$ cat src/rtl/lcd_frame_reader.sv
// rtl/lcd_frame_reader.sv - raster timing generator pulling RGB888 pixels from the SDRAM read port
module lcd_frame_reader #(
  parameter logic [11:0] H_DISP  = 12'd640,
  parameter logic [11:0] H_FRONT = 12'd16,
  parameter logic [11:0] H_SYNC  = 12'd96,
  parameter logic [11:0] H_BACK  = 12'd48,
  parameter logic [11:0] V_DISP  = 12'd480,
  parameter logic [11:0] V_FRONT = 12'd10,
  parameter logic [11:0] V_SYNC  = 12'd2,
  parameter logic [11:0] V_BACK  = 12'd33
) (
  input  logic        clk,
  input  logic        rst_n,
  input  logic        sys_vaild,
  input  logic        sys_rempty,
  input  logic [23:0] sys_rdata,
  output logic        sys_rd,
  output logic        sys_load,
  output logic        lcd_hs,
  output logic        lcd_vs,
  output logic        lcd_de,
  output logic [23:0] lcd_rgb,
  output logic [10:0] lcd_xpos,
  output logic [10:0] lcd_ypos,
  output logic        underrun
);

  localparam logic [11:0] H_TOTAL     = H_SYNC + H_BACK + H_DISP + H_FRONT;
  localparam logic [11:0] V_TOTAL     = V_SYNC + V_BACK + V_DISP + V_FRONT;
  localparam logic [11:0] H_ACT_START = H_SYNC + H_BACK;
  localparam logic [11:0] H_ACT_END   = H_SYNC + H_BACK + H_DISP;
  localparam logic [11:0] V_ACT_START = V_SYNC + V_BACK;
  localparam logic [11:0] V_ACT_END   = V_SYNC + V_BACK + V_DISP;
  localparam logic [10:0] H_OFS       = 11'(H_SYNC + H_BACK);
  localparam logic [10:0] V_OFS       = 11'(V_SYNC + V_BACK);

  logic [11:0] h_cnt;
  logic [11:0] v_cnt;
  logic        run;
  logic        hs_n;
  logic        vs_n;
  logic        act;
  logic        rd_ok;

  assign run = rst_n && sys_vaild;

  always_ff @(posedge clk) begin
    if (!run) begin
      h_cnt <= '0;
      v_cnt <= '0;
    end else if (h_cnt == H_TOTAL - 12'd1) begin
      h_cnt <= '0;
      v_cnt <= (v_cnt == V_TOTAL - 12'd1) ? 12'd0 : v_cnt + 12'd1;
    end else begin
      h_cnt <= h_cnt + 12'd1;
    end
  end

  always_comb begin
    hs_n = !(h_cnt < H_SYNC);
    vs_n = !(v_cnt < V_SYNC);
    act  = (h_cnt >= H_ACT_START) && (h_cnt < H_ACT_END) &&
           (v_cnt >= V_ACT_START) && (v_cnt < V_ACT_END);
  end

  // Read strobe and frame rewind are combinational so the data lands one cycle later.
  assign sys_rd   = run && act;
  assign sys_load = run && (h_cnt == 12'd0) && (v_cnt == 12'd0);

  always_ff @(posedge clk) begin
    if (!run) begin
      lcd_de   <= 1'b0;
      lcd_hs   <= 1'b1;
      lcd_vs   <= 1'b1;
      lcd_xpos <= '0;
      lcd_ypos <= '0;
      rd_ok    <= 1'b0;
    end else begin
      lcd_de   <= act;
      lcd_hs   <= hs_n;
      lcd_vs   <= vs_n;
      lcd_xpos <= act ? (h_cnt[10:0] - H_OFS) : 11'd0;
      lcd_ypos <= act ? (v_cnt[10:0] - V_OFS) : 11'd0;
      rd_ok    <= act && !sys_rempty;
    end
  end

  // Underrun survives sys_vaild drops; only reset clears it.
  always_ff @(posedge clk) begin
    if (!rst_n) begin
      underrun <= 1'b0;
    end else if (sys_rd && sys_rempty) begin
      underrun <= 1'b1;
    end
  end

  assign lcd_rgb = (lcd_de && rd_ok) ? sys_rdata : 24'h000000;

endmodule

$ cat config.mk
export PLATFORM = sky130hd
export DESIGN_NAME = lcd_frame_reader
export DESIGN_NICKNAME = d
export VERILOG_FILES = /design/src/rtl/lcd_frame_reader.sv
export SDC_FILE = /design/constraint.sdc
export NUM_CORES = 1
export LEC_CHECK = 0
export BUFFER_PORTS_ARGS = -buffer_cell sky130_fd_sc_hd__buf_2
export CELL_PAD_IN_SITES_DETAIL_PLACEMENT = 0
export CELL_PAD_IN_SITES_GLOBAL_PLACEMENT = 2
export CORE_UTILIZATION = 32
export CTS_BUF_LIST = sky130_fd_sc_hd__clkbuf_16
export DETAILED_ROUTE_END_ITERATION = 8
export PLACE_DENSITY_LB_ADDON = 0.08
export SYNTH_ARGS = -nofsm -noshare
export SYNTH_HDL_FRONTEND = slang
export SYNTH_SLANG_ARGS = --single-unit
$ cat constraint.sdc
create_clock -name clk -period 4.6 [get_ports clk]
set_input_delay 0 -clock clk [delete_from_list [all_inputs] [get_ports clk]]
set_output_delay 0 -clock clk [all_outputs]
set_load 0.02 [all_outputs]
==> results of run 1 <==
==> sequential cells by signal, indices dropped and copies added, names as in the netlist <==
register / flops
h_cnt: 12
lcd_de: 1
rd_ok: 1
lcd_hs: 1
lcd_xpos: 11
underrun: 1
lcd_vs: 1
lcd_ypos: 11
v_cnt: 12
==> cell usage in the layout (no fill, tap or decap), drive strengths merged, types with 2 or more instances in the layout <==
cell,n
buf,79
dfxtp,51
nor2,34
and3,27
a21oi,18
xnor2,14
nand2,13
inv,13
nand3,11
o21ai,8
or3,7
ha,7
nand4,7
or4,7
and2,6
clkbuf,5
nor4,4
nor3,4
xor2,4
a31oi,4
o31ai,4
nor3b,4
nand2b,3
dlygate4sd3,2
==> worst min path at each step <==
stage                     cells past startpoint       end  slack (ps)
after floorplan                               1     rd_ok          70
after global placement                        2     rd_ok         190
after detailed placement                      2     rd_ok         200
after CTS                                     3  v_cnt[0]          90
after global routing                          3  v_cnt[2]         120
final                                         3  v_cnt[0]          80
==> routing by layer <==
metal	track usage [%]	part of all wire (%)	wire length [um]	vias up
met1	20.4	50	3140	1037
met5	0	0	0	-
li1	-	-	-	1123
met2	23.9	44	2730	65
met4	5.29	1.3	79	0
met3	2.76	4.8	299	9
==> metrics by stage <==
step	instances	total power (W)	setup WS, ps	hold slack [ps]	area [um^2]
after floorplan	286	0.000467	2870	66.9	2570
final	454	0.000886	2300	84.8	3130
after global routing	454	0.000922	2090	123	3130
after CTS	454	0.000906	2250	89.0	3130
after global placement	445	0.000484	2540	186	2950
after detailed placement	445	0.000484	2500	196	2950
==> cell type report <==
class	count	area share [%]
Clock buffer	5	3.99
Inverter	13	1.56
Timing Repair Buffer	81	13.3
Sequential cell	51	32.6
Tap cell	102	4.07
Clock inverter	2	1.20
Multi-Input combinational cell	200	43.3
==> cells by family after synthesis <==
logic type / Yosys count / synth area share (%)
AND/OR/NAND/NOR: 132 / 31.4
flip-flops: 51 / 39.8
AO/OA/AOI/OAI: 42 / 11.8
buffers and inverters: 35 / 7.36
XOR/XNOR: 18 / 6.14
adder cells (fa/ha/maj): 7 / 3.41
other: 1 / 0.146
==> timing repair <==
action / in CTS / in global routing
hold buffers: 2 / 0
hold endpoints to repair: 2 / 0
resized for setup: 0 / 0
==> worst max-delay path, delay by kind of cell, from the launching register on <==
family | cells | cell delay (ps)
flip-flops | 1 | 360
adder cells (fa/ha/maj) | 1 | 340
buffers and inverters | 2 | 290
AO/OA/AOI/OAI | 1 | 220
AND/OR/NAND/NOR | 2 | 790
==> power by group through the flow <==
stage / Sequential [W] / Combinational, W / Clock [W]
final: 0.000445 / 0.0000299 / 0.000411
after global routing: 0.000445 / 0.0000335 / 0.000443
after CTS: 0.000445 / 0.0000307 / 0.000430
after detailed placement: 0.000455 / 0.0000292 / 0
after global placement: 0.000455 / 0.0000289 / 0
after floorplan: 0.000457 / 0.0000108 / 0
==> reports/metrics.cfg, run 1 <==
[status]
status=finished, final reports clean

[floorplanning]
design.portCount=80
core_um2=7730
die_width_um=91.6
die_h_um=91.6
std_cell_rows=32
floorplan.die_area_um2=8390
initial_core_util_pct=33.2

[worst_setup_path]
timing.rr.end=lcd_xpos[7]
criticalPathCategory=flop to primary output
worst_r2r_start=v_cnt[0]
cp.required_ps=4600
endpoint=sys_rd
startpoint_type=flop
cp_slowest_cell=or3_1
ff2ff_path_depth=5
slowest_stage_delay_cp_ps=400
minimum_setup_slack_among_reg_to_reg_paths_ps=2520
cp_cell_sequence=ha_1 -> or3_1 -> o21ai_2 -> nand4b_4 -> inv_2 -> buf_2
worst_ep_arrival_time_ps=2300
critical_path.endpoint_type=primary output
critPathMaxFanout=24
timing.critical_path.from=v_cnt[0]

[timing]
final-setup-viol-count=0
final_worst_path_cycle_share_pct=49.9
fmax_mhz=435
worst_slew_margin_rel_pct=49.5
fin_worst_skew_ps=8.63
unrepaired_setup_endpoints_after_global_routing=false
report.final.slew_viol_count=0
setup_tns_ps=0
timing.final.crit_period_ps=2300
finalHoldViolations=0
worst_slew_pin_slew_ps=751

[global_routing]
wire_length_of_the_first_global_routing_pass_um=9950
grt_start_max_net_pins=26
grt_use_total_pct=15.1
global_route.overflow_total=0
grt_antenna_before_repair=0
first_global_vias=2016

[yosys]
synth_area_um2=2570
synth_area_per_cell_um2=8.98
ys_top_cells_by_area=dfxtp_1 40%, and3_1 6.6%, xnor2_1 4.8%
dominantRegCellSynth=dfxtp_1
yosysWarnings=0
yosys_register_bits=51
mappedNetlistNets=321
synth_most_common_cell=dfxtp_1
yosysTopAreaCell=dfxtp_1
synth_cells=286
asyncSetResetFlopFracSynth_pct=0
synthDistinctLibCells=48
post_synth_edffs=0
yosysSeqAreaShare_pct=39.8
synth_top_area_share_pct=39.8
netlist_top_cells_count=51 x dfxtp_1, 27 x and3_1, 26 x nor2_1

[placed_design]
post_detailed_placement_half_perimeter_wirelength_um=4620
placement.io_buffers=79
place.gp.congestion=0.807

[power]
p_per_area_nw_per_um2=283
maximum_resistive_drop_on_vdd_mv=0.113
intPower_w=0.000711
switching_share_pct=19.8
p_comb_share_pct=3.4
p_seq_share_pct=50.2
leakagePower_nw=1.45
netSwitchingPower_w=0.000175
power.clock.fraction_pct=46.4

[worst_hold_path]
hold_path_class=primary input to flop
hold_start=sys_vaild

[final_layout]
nets=387
layout_cell_share_with_drive_strength_beyond_1_pct=31.5
area_growth_pct=22.0
final-seq-area_um2=1020
multi_input_comb_area_um2=1360
postLayoutCoreUtil_pct=40.5
antenna_cells=0
final.fill_count=823

[job]
timing.max_cap.violations=0

[clocking]
numCtsBuffers=5
clock_insertion_delay_at_the_later_pin_of_the_skew_report_ps=290
clk_pin_slew_ps=70
h-tree-depth=2
post_cts_buffers=0
cts_buffer_depth=2
sinks_on_clock_net=51
tritoncts=yes
ctsRootBufferMaster=clkbuf_16

[routing]
ant_nets=0
routed_wire_length_per_instance_um=13.8
dr.first_iter.drc_count=71
viasPerCell=4.92
detail_route.drc_violations=0
first_pass_iters=4
detail_route.wirelength_um=6250
num_vias=2234

Power figures use the tool's default switching activity.
==> run 2, diff against run 1 <==
--- a/config.mk
+++ b/config.mk
@@ -5,10 +5,11 @@
 export SDC_FILE = /design/constraint.sdc
 export NUM_CORES = 1
 export LEC_CHECK = 0
+export ABC_AREA = 1
 export BUFFER_PORTS_ARGS = -buffer_cell sky130_fd_sc_hd__buf_2
 export CELL_PAD_IN_SITES_DETAIL_PLACEMENT = 0
 export CELL_PAD_IN_SITES_GLOBAL_PLACEMENT = 2
-export CORE_UTILIZATION = 32
+export CORE_UTILIZATION = 28
 export CTS_BUF_LIST = sky130_fd_sc_hd__clkbuf_16
 export DETAILED_ROUTE_END_ITERATION = 8
 export PLACE_DENSITY_LB_ADDON = 0.08
==> constraint.sdc (replaced) <==
create_clock -name clk -period 2.32 [get_ports clk]
set_input_delay 0 -clock clk [delete_from_list [all_inputs] [get_ports clk]]
set_output_delay 0 -clock clk [all_outputs]
set_load 0.02 [all_outputs]
==> reports/metrics.cfg, run 2 <==
[status]
status=finished, final reports clean

[floorplanning]
std_cell_rows=35  ; +9.4%
initial_core_util_pct=28.8  ; -4.4 points
die_h_um=99.2  ; +8.3%
design.portCount=80  ; unchanged
die_width_um=99.2  ; +8.3%
core_um2=9200  ; +19%
floorplan.die_area_um2=9840  ; +17%

[placed_design]
placement.io_buffers=79  ; unchanged
post_detailed_placement_half_perimeter_wirelength_um=5730  ; +24%
place.gp.congestion=0.791  ; -2.1%
place_ws_ps=337  ; -2160 ps

[yosys]
yosysTopAreaCell=dfxtp_1
synth_xor_xnor_area_share_pct=3.31  ; -2.8 points
yosys_register_bits=51  ; unchanged
synthSimpleGateAreaFrac_pct=36.4  ; +5.0 points
synth_area_per_cell_um2=7.21  ; -20%
asyncSetResetFlopFracSynth_pct=0  ; unchanged
post_synth_edffs=0  ; unchanged
synthDistinctLibCells=34  ; -29%
yosysSeqAreaShare_pct=38.6  ; -1.2 points
synth_area_um2=2650  ; +3.1%
share_of_the_synthesized_area_in_compound_gates_ao_oa_aoi_oai_pct=6.15  ; -5.6 points
mappedNetlistNets=402  ; +25%
post_synth_fa_ha_maj_area_fraction_pct=3.31  ; -0.10 points
synth_most_common_cell=inv_1
dominantRegCellSynth=dfxtp_1
synth_cells=367  ; +28%
yosysWarnings=0  ; unchanged
fraction_of_synthesized_area_in_multiplexers_pct=0  ; unchanged
netlist_top_cells_count=61 x inv_1, 57 x nand2_1, 55 x nor2_1
ys_top_cells_by_area=dfxtp_1 39%, inv_1 8.7%, nand2_1 8.1%
dominant_combinational_cell_family_by_area_after_synthesis=simple AND/OR/NAND/NOR gates
synth_top_area_share_pct=38.6  ; -1.2 points

[worst_setup_path]
criticalPathCategory=flop to primary output
cp_cell_sequence=ha_1 -> inv_1 -> nand3_2 -> nand2_1 -> nand3_1 -> nand3_2 -> buf_4 -> inv_1 -> buf_2
slowest_stage_delay_cp_ps=440  ; +40 ps
cp.required_ps=2320  ; -2280 ps
critical_path.endpoint_type=primary output
cp_slowest_cell=dfxtp_1
startpoint_type=flop
critPathMaxFanout=9  ; -63%
worst_ep_arrival_time_ps=2150  ; -150 ps

[global_routing]
grt_use_total_pct=14.4  ; -0.70 points
global_route.overflow_total=0  ; unchanged
grt_start_max_net_pins=25  ; -3.8%
grt_antenna_before_repair=0  ; unchanged
first_global_vias=2167  ; +7.5%
wire_length_of_the_first_global_routing_pass_um=11000  ; +10%

[timing]
timing.final.crit_period_ps=2150
final_setup_slack_of_the_worst_path_ps=174  ; -2130 ps
fin_worst_skew_ps=12.4  ; +3.73 ps
setup_tns_ps=0  ; unchanged
report.final.slew_viol_count=0  ; unchanged
worst_slew_pin_slew_ps=735  ; -16.3 ps
worst_slew_margin_rel_pct=50.9  ; +1.4 points
final-setup-viol-count=0  ; unchanged
finalHoldViolations=0  ; unchanged
final_worst_path_cycle_share_pct=92.5
unrepaired_setup_endpoints_after_global_routing=false
fin_hold_ws_ps=48.5  ; -36.3 ps
fmax_mhz=466

[routing]
detail_route.drc_violations=0  ; unchanged
num_vias=2419  ; +8.3%
first_pass_iters=4  ; unchanged
routed_wire_length_per_instance_um=12.5  ; -9.5%
dr.first_iter.drc_count=126  ; +77%
ant_nets=0  ; unchanged
viasPerCell=4.30  ; -13%
detail_route.wirelength_um=7010  ; +12%

[final_layout]
postLayoutCoreUtil_pct=36.1  ; -4.4 points
top_regs=h_cnt x12, v_cnt x12
area_growth_pct=25.6
layout.cells.most_common_list=79 x buf_2, 61 x inv_1, 57 x nand2_1, 55 x nor2_1, 50 x dfxtp_1
final.fill_count=1019  ; +24%
antenna_cells=0  ; unchanged
layout_cell_share_with_drive_strength_beyond_1_pct=32.3  ; +0.77 points
nets=486  ; +26%
layout.cells.most_common=buf_2

[clocking]
numCtsBuffers=5  ; unchanged
sinks_on_clock_net=51  ; unchanged
cts_buffer_depth=2  ; unchanged
h-tree-depth=2  ; unchanged
clk_pin_slew_ps=70  ; about the same
clock_insertion_delay_at_the_later_pin_of_the_skew_report_ps=290  ; about the same
tritoncts=yes
post_cts_buffers=0  ; unchanged
ctsRootBufferMaster=clkbuf_16

[worst_hold_path]
hold_path_class=primary input to flop

[power]
maximum_resistive_drop_on_vdd_mv=0.279  ; +150%
p_per_area_nw_per_um2=517  ; +83%
leakagePower_nw=1.70  ; +17%

[job]
timing.max_cap.violations=0  ; unchanged

## run 2: cell types whose count changed in the layout (fill, tap and decap cells not counted), moves of 8 or more
cell / previous run / this run
and3_1: 27 / 0
inv_1: 11 / 61
nand2_1: 13 / 57
nor2_1: 26 / 55
nor2_2: 8 / 18
nor3_1: 4 / 12
xnor2_1: 14 / 2
## run 2: critical path, delay by kind of cell, from the launching register on
kind,cells,cell delay [ps]
flops,1,440
fa+ha+maj,1,280
buf+inv,4,560
simple gates,4,560
## run 2: path summary, 6_finish.rpt
| path | from | cells past startpoint | endpoint | slack, ps |
|---|---|---|---|---|
| hold reg to reg | underrun | 2 | underrun | 450 |
| setup / recovery | v_cnt[0] | 9 | sys_rd | 170 |
| setup reg to reg | v_cnt[0] | 8 | lcd_ypos[7] | 400 |
| hold / removal | sys_vaild | 3 | v_cnt[9] | 50 |
## run 2: cell families after synthesis
| kind of cell | after synthesis |
|---|---|
| XOR/XNOR | 10 |
| adder cells (fa/ha/maj) | 7 |
| AO/OA/AOI/OAI | 28 |
| other | 1 |
| flip-flops | 51 |
| buffers and inverters | 77 |
| AND/OR/NAND/NOR | 193 |
## run 2: area by class of cell
type / count / area [um^2] / share of cell area (%)
Clock buffer: 5 / 125 / 3.77
Clock inverter: 3 / 27.5 / 0.828
Inverter: 70 / 268 / 8.06
Multi-Input combinational cell: 239 / 1300 / 39.2
Sequential cell: 51 / 1020 / 30.8
Tap cell: 111 / 139 / 4.18
Timing Repair Buffer: 84 / 438 / 13.2
## run 2: through the flow
stage	cell area, um^2	total power, W	instances
floorplan	2650	0.000939	367
global placement	3150	0.000976	553
detailed placement	3150	0.000977	553
CTS	3320	0.00175	563
global route	3320	0.00182	563
finish	3320	0.00172	563
## run 2: timing repair
item	CTS	global route
endpoints found under the setup margin	0	1
hold buffers	2	0
hold endpoints to repair	2	0
resized for setup	0	1
## run 2: where the power goes
group          switching (W)   total, W  internal (W)
registers         0.00000241   0.000881      0.000879
clock network       0.000350   0.000762      0.000412
logic              0.0000426  0.0000763     0.0000337
## run 2: per-layer routing
layer  global-route usage (%)  part of all wire, %  wire, um
met1                     20.4                   51      3600
met2                     21.8                   42      2960
met4                     3.73                 0.54        38
met5                        0                    0         0
met3                     3.37                  5.8       410
